## src/rtl/rtttl_tone_gen.sv

```systemverilog
// Square-wave tone generator for RTTTL {octave, note} codes; pitch changes land only on half-period boundaries.
// Optional articulation gap between differing notes is built when RTTTL_TONE_GAP_EN is defined.
module rtttl_tone_gen #(
    parameter int unsigned CLK_HZ     = 1_000_000,
    parameter int unsigned CNT_W      = 16,
    parameter int unsigned GAP_CYCLES = 2000
) (
    input  logic       clk,
    input  logic       rstn,
    input  logic [3:0] octave,
    input  logic [3:0] note,
    output logic       tone_out,
    output logic       active
);

    // Rounded half-period in clocks for an octave-4 frequency given in centihertz.
    function automatic logic [31:0] base_half(input int unsigned f_chz);
        logic [63:0] num;
        num = 64'(CLK_HZ) * 64'd100 + 64'(f_chz);
        return 32'(num / (64'd2 * 64'(f_chz)));
    endfunction

    // Indexed directly by the note code; rest codes map to a harmless value of 1.
    localparam logic [31:0] BASE [16] = '{
        32'd1,
        base_half(26163), base_half(27718), base_half(29366), base_half(31113),
        base_half(32963), base_half(34923), base_half(36999), base_half(39200),
        base_half(41530), base_half(44000), base_half(46616), base_half(49388),
        32'd1, 32'd1, 32'd1
    };

    typedef enum logic [1:0] {
        S_REST,
        S_TONE,
        S_GAP
    } state_t;

    state_t           state_q;
    logic             tone_q;
    logic             active_q;
    logic [CNT_W-1:0] cnt_q;
    logic [3:0]       oct_q;
    logic [3:0]       note_q;

    logic             code_rest;
    logic [31:0]      scaled;
    logic [CNT_W-1:0] half;
    logic [CNT_W-1:0] reload;

    assign code_rest = (note_q == 4'd0) || (note_q > 4'd12) || oct_q[3];

    always_comb begin
        if (!oct_q[2]) begin
            scaled = BASE[note_q] << (3'd4 - {1'b0, oct_q[1:0]});
        end else begin
            scaled = BASE[note_q] >> oct_q[1:0];
        end
        half = scaled[CNT_W-1:0];
        if (half == '0) begin
            half = CNT_W'(1);
        end
        reload = half - CNT_W'(1);
    end

`ifdef RTTTL_TONE_GAP_EN
    localparam logic [CNT_W-1:0] GAP_RELOAD = CNT_W'(GAP_CYCLES - 1);

    // Code currently sounding, used to spot a note change at a boundary.
    logic [7:0] cur_q;
`else
    logic unused_gap_cycles;
    assign unused_gap_cycles = ^GAP_CYCLES;
`endif

    always_ff @(posedge clk or negedge rstn) begin
        if (!rstn) begin
            state_q  <= S_REST;
            tone_q   <= 1'b0;
            active_q <= 1'b0;
            cnt_q    <= '0;
            oct_q    <= 4'd0;
            note_q   <= 4'd0;
`ifdef RTTTL_TONE_GAP_EN
            cur_q    <= 8'd0;
`endif
        end else begin
            oct_q  <= octave;
            note_q <= note;
            case (state_q)
                S_REST: begin
                    if (!code_rest) begin
                        state_q  <= S_TONE;
                        tone_q   <= 1'b1;
                        active_q <= 1'b1;
                        cnt_q    <= reload;
`ifdef RTTTL_TONE_GAP_EN
                        cur_q    <= {oct_q, note_q};
`endif
                    end
                end
                S_TONE: begin
                    if (cnt_q != '0) begin
                        cnt_q <= cnt_q - CNT_W'(1);
                    end else if (code_rest) begin
                        state_q  <= S_REST;
                        tone_q   <= 1'b0;
                        active_q <= 1'b0;
                        cnt_q    <= '0;
`ifdef RTTTL_TONE_GAP_EN
                    end else if ({oct_q, note_q} != cur_q) begin
                        state_q <= S_GAP;
                        tone_q  <= 1'b0;
                        cnt_q   <= GAP_RELOAD;
                        cur_q   <= {oct_q, note_q};
`endif
                    end else begin
                        tone_q <= ~tone_q;
                        cnt_q  <= reload;
                    end
                end
`ifdef RTTTL_TONE_GAP_EN
                S_GAP: begin
                    if (cnt_q != '0) begin
                        cnt_q <= cnt_q - CNT_W'(1);
                    end else if (code_rest) begin
                        state_q  <= S_REST;
                        tone_q   <= 1'b0;
                        active_q <= 1'b0;
                    end else begin
                        state_q <= S_TONE;
                        tone_q  <= 1'b1;
                        cnt_q   <= reload;
                        cur_q   <= {oct_q, note_q};
                    end
                end
`endif
                default: begin
                    state_q  <= S_REST;
                    tone_q   <= 1'b0;
                    active_q <= 1'b0;
                end
            endcase
        end
    end

    assign tone_out = tone_q;
    assign active   = active_q;

endmodule

```

## config.mk

```make
export PLATFORM = sky130hd
export DESIGN_NAME = rtttl_tone_gen
export DESIGN_NICKNAME = d
export VERILOG_FILES = /design/src/rtl/rtttl_tone_gen.sv
export SDC_FILE = /design/constraint.sdc
export NUM_CORES = 1
export LEC_CHECK = 0
export BUFFER_PORTS_ARGS = -buffer_cell sky130_fd_sc_hd__buf_2
export CORE_ASPECT_RATIO = 2
export CORE_MARGIN = 5
export CORE_UTILIZATION = 50
export CTS_CLUSTER_DIAMETER = 200
export DETAILED_ROUTE_END_ITERATION = 8
export GPL_TIMING_DRIVEN = 0
export HOLD_SLACK_MARGIN = 0.06
export PLACE_DENSITY = 0.67
export SYNTH_ARGS = -nofsm -noshare
export SYNTH_HDL_FRONTEND = slang
export SYNTH_SLANG_ARGS = --single-unit
export TNS_END_PERCENT = 10
```

## constraint.sdc

```tcl
create_clock -name clk -period 12.9 [get_ports clk]
set_input_delay 1.935 -clock clk [delete_from_list [all_inputs] [get_ports clk]]
set_output_delay 1.935 -clock clk [all_outputs]
set_load 0.01 [all_outputs]
```

==> impl_metrics.ini <==
[logic_synthesis]
yosys_register_bits = 26
synth_fp_nets = 449
synth_edf_count = 0
synth-main-ff-cell = dfrtp_1
ys_warn_count = 0
avgSynthCellArea_um2 = 7.501
yosysSeqAreaShare = 0.2031
postSynth.asyncResetShare = 1.000
syn_inst = 427
ys_types = 66
syn-cell-area_um2 = 3203

[pwr]
p_per_area_nw_per_um2 = 122.7
ir_drop_mv = 0.05071
leakage_nw = 1.349

[floorplan]
core_area_um2 = 6259
die_w_um = 66.60
initial_utilization = 0.5118
ioPinCount = 12
die_area_um2 = 8204
die_h_um = 123.2
rows = 41

[job]
maxCapViolCount = 0

[place]
io_buffers = 11
place_congestion = 1.053
placed_cell_area_um2 = 3366
dp_slack_ps = 6729
dp_hpwl_um = 10750

[clock_network]
numCtsBuffers = 3
cts_sinks = 26
root_buffer = clkbuf_16
cts-resized-gates = 0
ctsHtreeMaxLevel = 1
postCtsHoldBufs = 0
clk_latency_ps = 270
clkTransAtPathRegs_ps = 70
cts.path.max_buffers = 2
post_cts_buffers = 0
cts_tree = done

[drt]
drt_iter0_markers = 326
wl_met3_um = 815
firstDrtPassIters = 5
highest_layer = met4
remaining_drc_errors = 0
met2WireLength_um = 7048
wl_um = 13630
antenna_left = 0
vias = 3703
m1WireLength_um = 4132
routed_via_density = 7.013
wl_per_cell_um = 25.81

[worst_setup_path]
regToRegEndpoint = cnt_q[6]$_DFFE_PN0P_
crit_fanout = 10
startpoint_type = flip-flop
reg2reg_from = oct_q[0]$_DFF_PN0_
cp.required_ps = 13050
ff2ff_path_depth = 19
setup.worst_path.class = flip-flop to flip-flop
crit_start = oct_q[0]$_DFF_PN0_
end_kind = flip-flop
r2r_slack_ps = 6460
cp.arrival_ps = 6590

[grt]
track_usage = 0.3488
grt_max_degree = 27
grt.overflow.total = 0
grt_pass1_vias = 3662
grt_antenna_before_repair = 0
grt_first_pass_wirelength_um = 20780

[worst_hold_path]
hold_path.class = flip-flop to flip-flop
hold_path_end = cnt_q[7]$_DFFE_PN0P_
hold_start = cnt_q[7]$_DFFE_PN0P_
hold_depth = 2

[finish]
postLayoutCellArea_um2 = 3471
diodes = 0
drive_above_1_share = 0.08824
multi_input_area_um2 = 2376
seq_area_um2 = 650.6
fill_cells = 640
area_delta_synth_final_pct = 8.359
fin_nets = 465

[timing]
slew_headroom = 0.3705
maxSlewViolCount = 0
max_freq_mhz = 155.3
worstMarginPinSlew_ps = 935.7
setup_viol = 0
post-route-period-util = 0.4991
finalHoldViolations = 0
rsz0062_at_grt = false
fin_skew_ps = 2.986
tns_ps = 0
worst_slack_ps = 6462
finalCriticalPeriod_ps = 6438

[run_status]
status = finished, final reports clean
-- critical path, cell delays in order (launching register included) --
cell	delay, ps
dfrtp_1	450
inv_1	150
clkbuf_1	470
clkbuf_1	440
ha_1	210
buf_2	210
buf_1	530
mux2i_1	260
o221ai_1	200
o211ai_1	350
o22ai_1	200
or4b_1	630
or3b_4	450
or4_4	540
and2_4	190
ha_1	190
nand3_1	240
nor2_1	90
xnor2_1	130
a221o_1	370
-- sequential cells by signal (all words and copies together) (netlist names) --
| register | count |
|---|---|
| active | 1 |
| cnt_q | 16 |
| note_q | 4 |
| oct_q | 4 |
| tone_out | 1 |
-- where the power goes --
part	internal (mW)	switching (mW)
clock network	0.0620	0.0325
logic	0.0724	0.119
registers	0.108	0.0320
total	0.243	0.183
-- per-stage QoR --
stage	hold WS [ps]	instances	power, mW	util
2_1_floorplan	464.1	427	0.2646	-
3_3_place_gp	491.0	524	0.3179	0.5378
3_5_place_dp	505.7	524	0.3235	0.5378
4_1_cts	522.3	528	0.4188	0.5546
5_1_grt	535.2	528	0.4515	0.5546
6_report	526.7	528	0.4260	0.5546
-- routing by layer --
layer,global-route usage,up-vias
met2,0.6200,235
met4,0.3473,0
met3,0.06909,93
met5,0,-
li1,-,1672
met1,0.3051,1703
-- logic make-up (layout without fill, tap and decap cells) --
family | count (synthesis) | after routing | share of synthesized area
AOI/OAI and AO/OA | 144 | 144 | 0.3168
xor gates and xnor gates | 9 | 9 | 0.02461
adders and majority gates | 12 | 12 | 0.04687
buffers and inverters | 44 | 59 | 0.05508
DFF | 26 | 26 | 0.2031
muxes | 13 | 13 | 0.05625
and+or+nand+nor | 179 | 179 | 0.2973
-- area by class of cell --
| type | count | share of cell area |
|---|---|---|
| buffer | 29 | 0.03461 |
| inverter | 15 | 0.01622 |
| timing repair buffer | 11 | 0.01586 |
| clock buffer | 3 | 0.02163 |
| tap | 86 | 0.03100 |
| clock inverter | 1 | 0.008652 |
| multi-input combinational | 357 | 0.6846 |
| sequential | 26 | 0.1875 |
-- synthesized netlist by cell type, types with 3 or more instances --
cell       count  area share
nor2_1        37       0.043
xnor2_1        4       0.011
o311ai_0       3      0.0082
inv_1         13       0.015
nand4_1        4      0.0078
a21oi_1       23       0.036
o211ai_1       7       0.016
a31oi_1        9       0.018
nand2b_1      19       0.037
o22ai_1        3      0.0059
nand3_1       18       0.028
nor3_1        13       0.020
nor2b_1       10       0.020
buf_1          3      0.0035
mux2i_1        9       0.028
buf_2          9       0.014
xor2_1         5       0.014
and2_1         4      0.0078
clkbuf_1      17       0.020
nor4_1         9       0.018
a22o_1         3      0.0082
and3_1         5      0.0098
o2111ai_1      5       0.014
nand2_1       38       0.045
or4_1          3      0.0070
a211o_1        6       0.016
o221ai_1       4       0.011
mux4_2         4       0.028
a221o_1        6       0.019
a221oi_1       4       0.011
nor3b_1        4      0.0094
o21ai_0       29       0.045
a21boi_0       3      0.0070
dfrtp_1       26        0.20
o32a_1         3      0.0094
ha_1          12       0.047
a211oi_1       9       0.021
a2bb2oi_1      3      0.0082
a22oi_1        8       0.019
-- cell usage in the layout (no fill, tap or decap), drive strengths merged, types with 9 or more instances in the layout --
| master | Yosys | final |
|---|---|---|
| a31oi | 9 | 9 |
| buf | 12 | 23 |
| a21oi | 23 | 23 |
| a211oi | 9 | 9 |
| ha | 12 | 12 |
| o21ai | 29 | 29 |
| mux2i | 9 | 9 |
| inv | 14 | 14 |
| nor3 | 13 | 13 |
| nand3 | 18 | 18 |
| nor4 | 10 | 10 |
| nor2b | 10 | 10 |
| nand2 | 38 | 38 |
| nand2b | 19 | 19 |
| dfrtp | 26 | 26 |
| nor2 | 37 | 37 |
| clkbuf | 17 | 20 |
-- worst max-delay path by stage --
stage                                 to  cells past startpoint  slack, ps
CTS                 cnt_q[6]$_DFFE_PN0P_                     18       6710
finish              cnt_q[6]$_DFFE_PN0P_                     19       6460
global route        cnt_q[6]$_DFFE_PN0P_                     18       6280
detailed placement  cnt_q[6]$_DFFE_PN0P_                     18       6730
floorplan           cnt_q[6]$_DFFE_PN0P_                     18       7960
global placement    cnt_q[6]$_DFFE_PN0P_                     18       6680
Note: power is estimated with default switching activity, not from simulation.
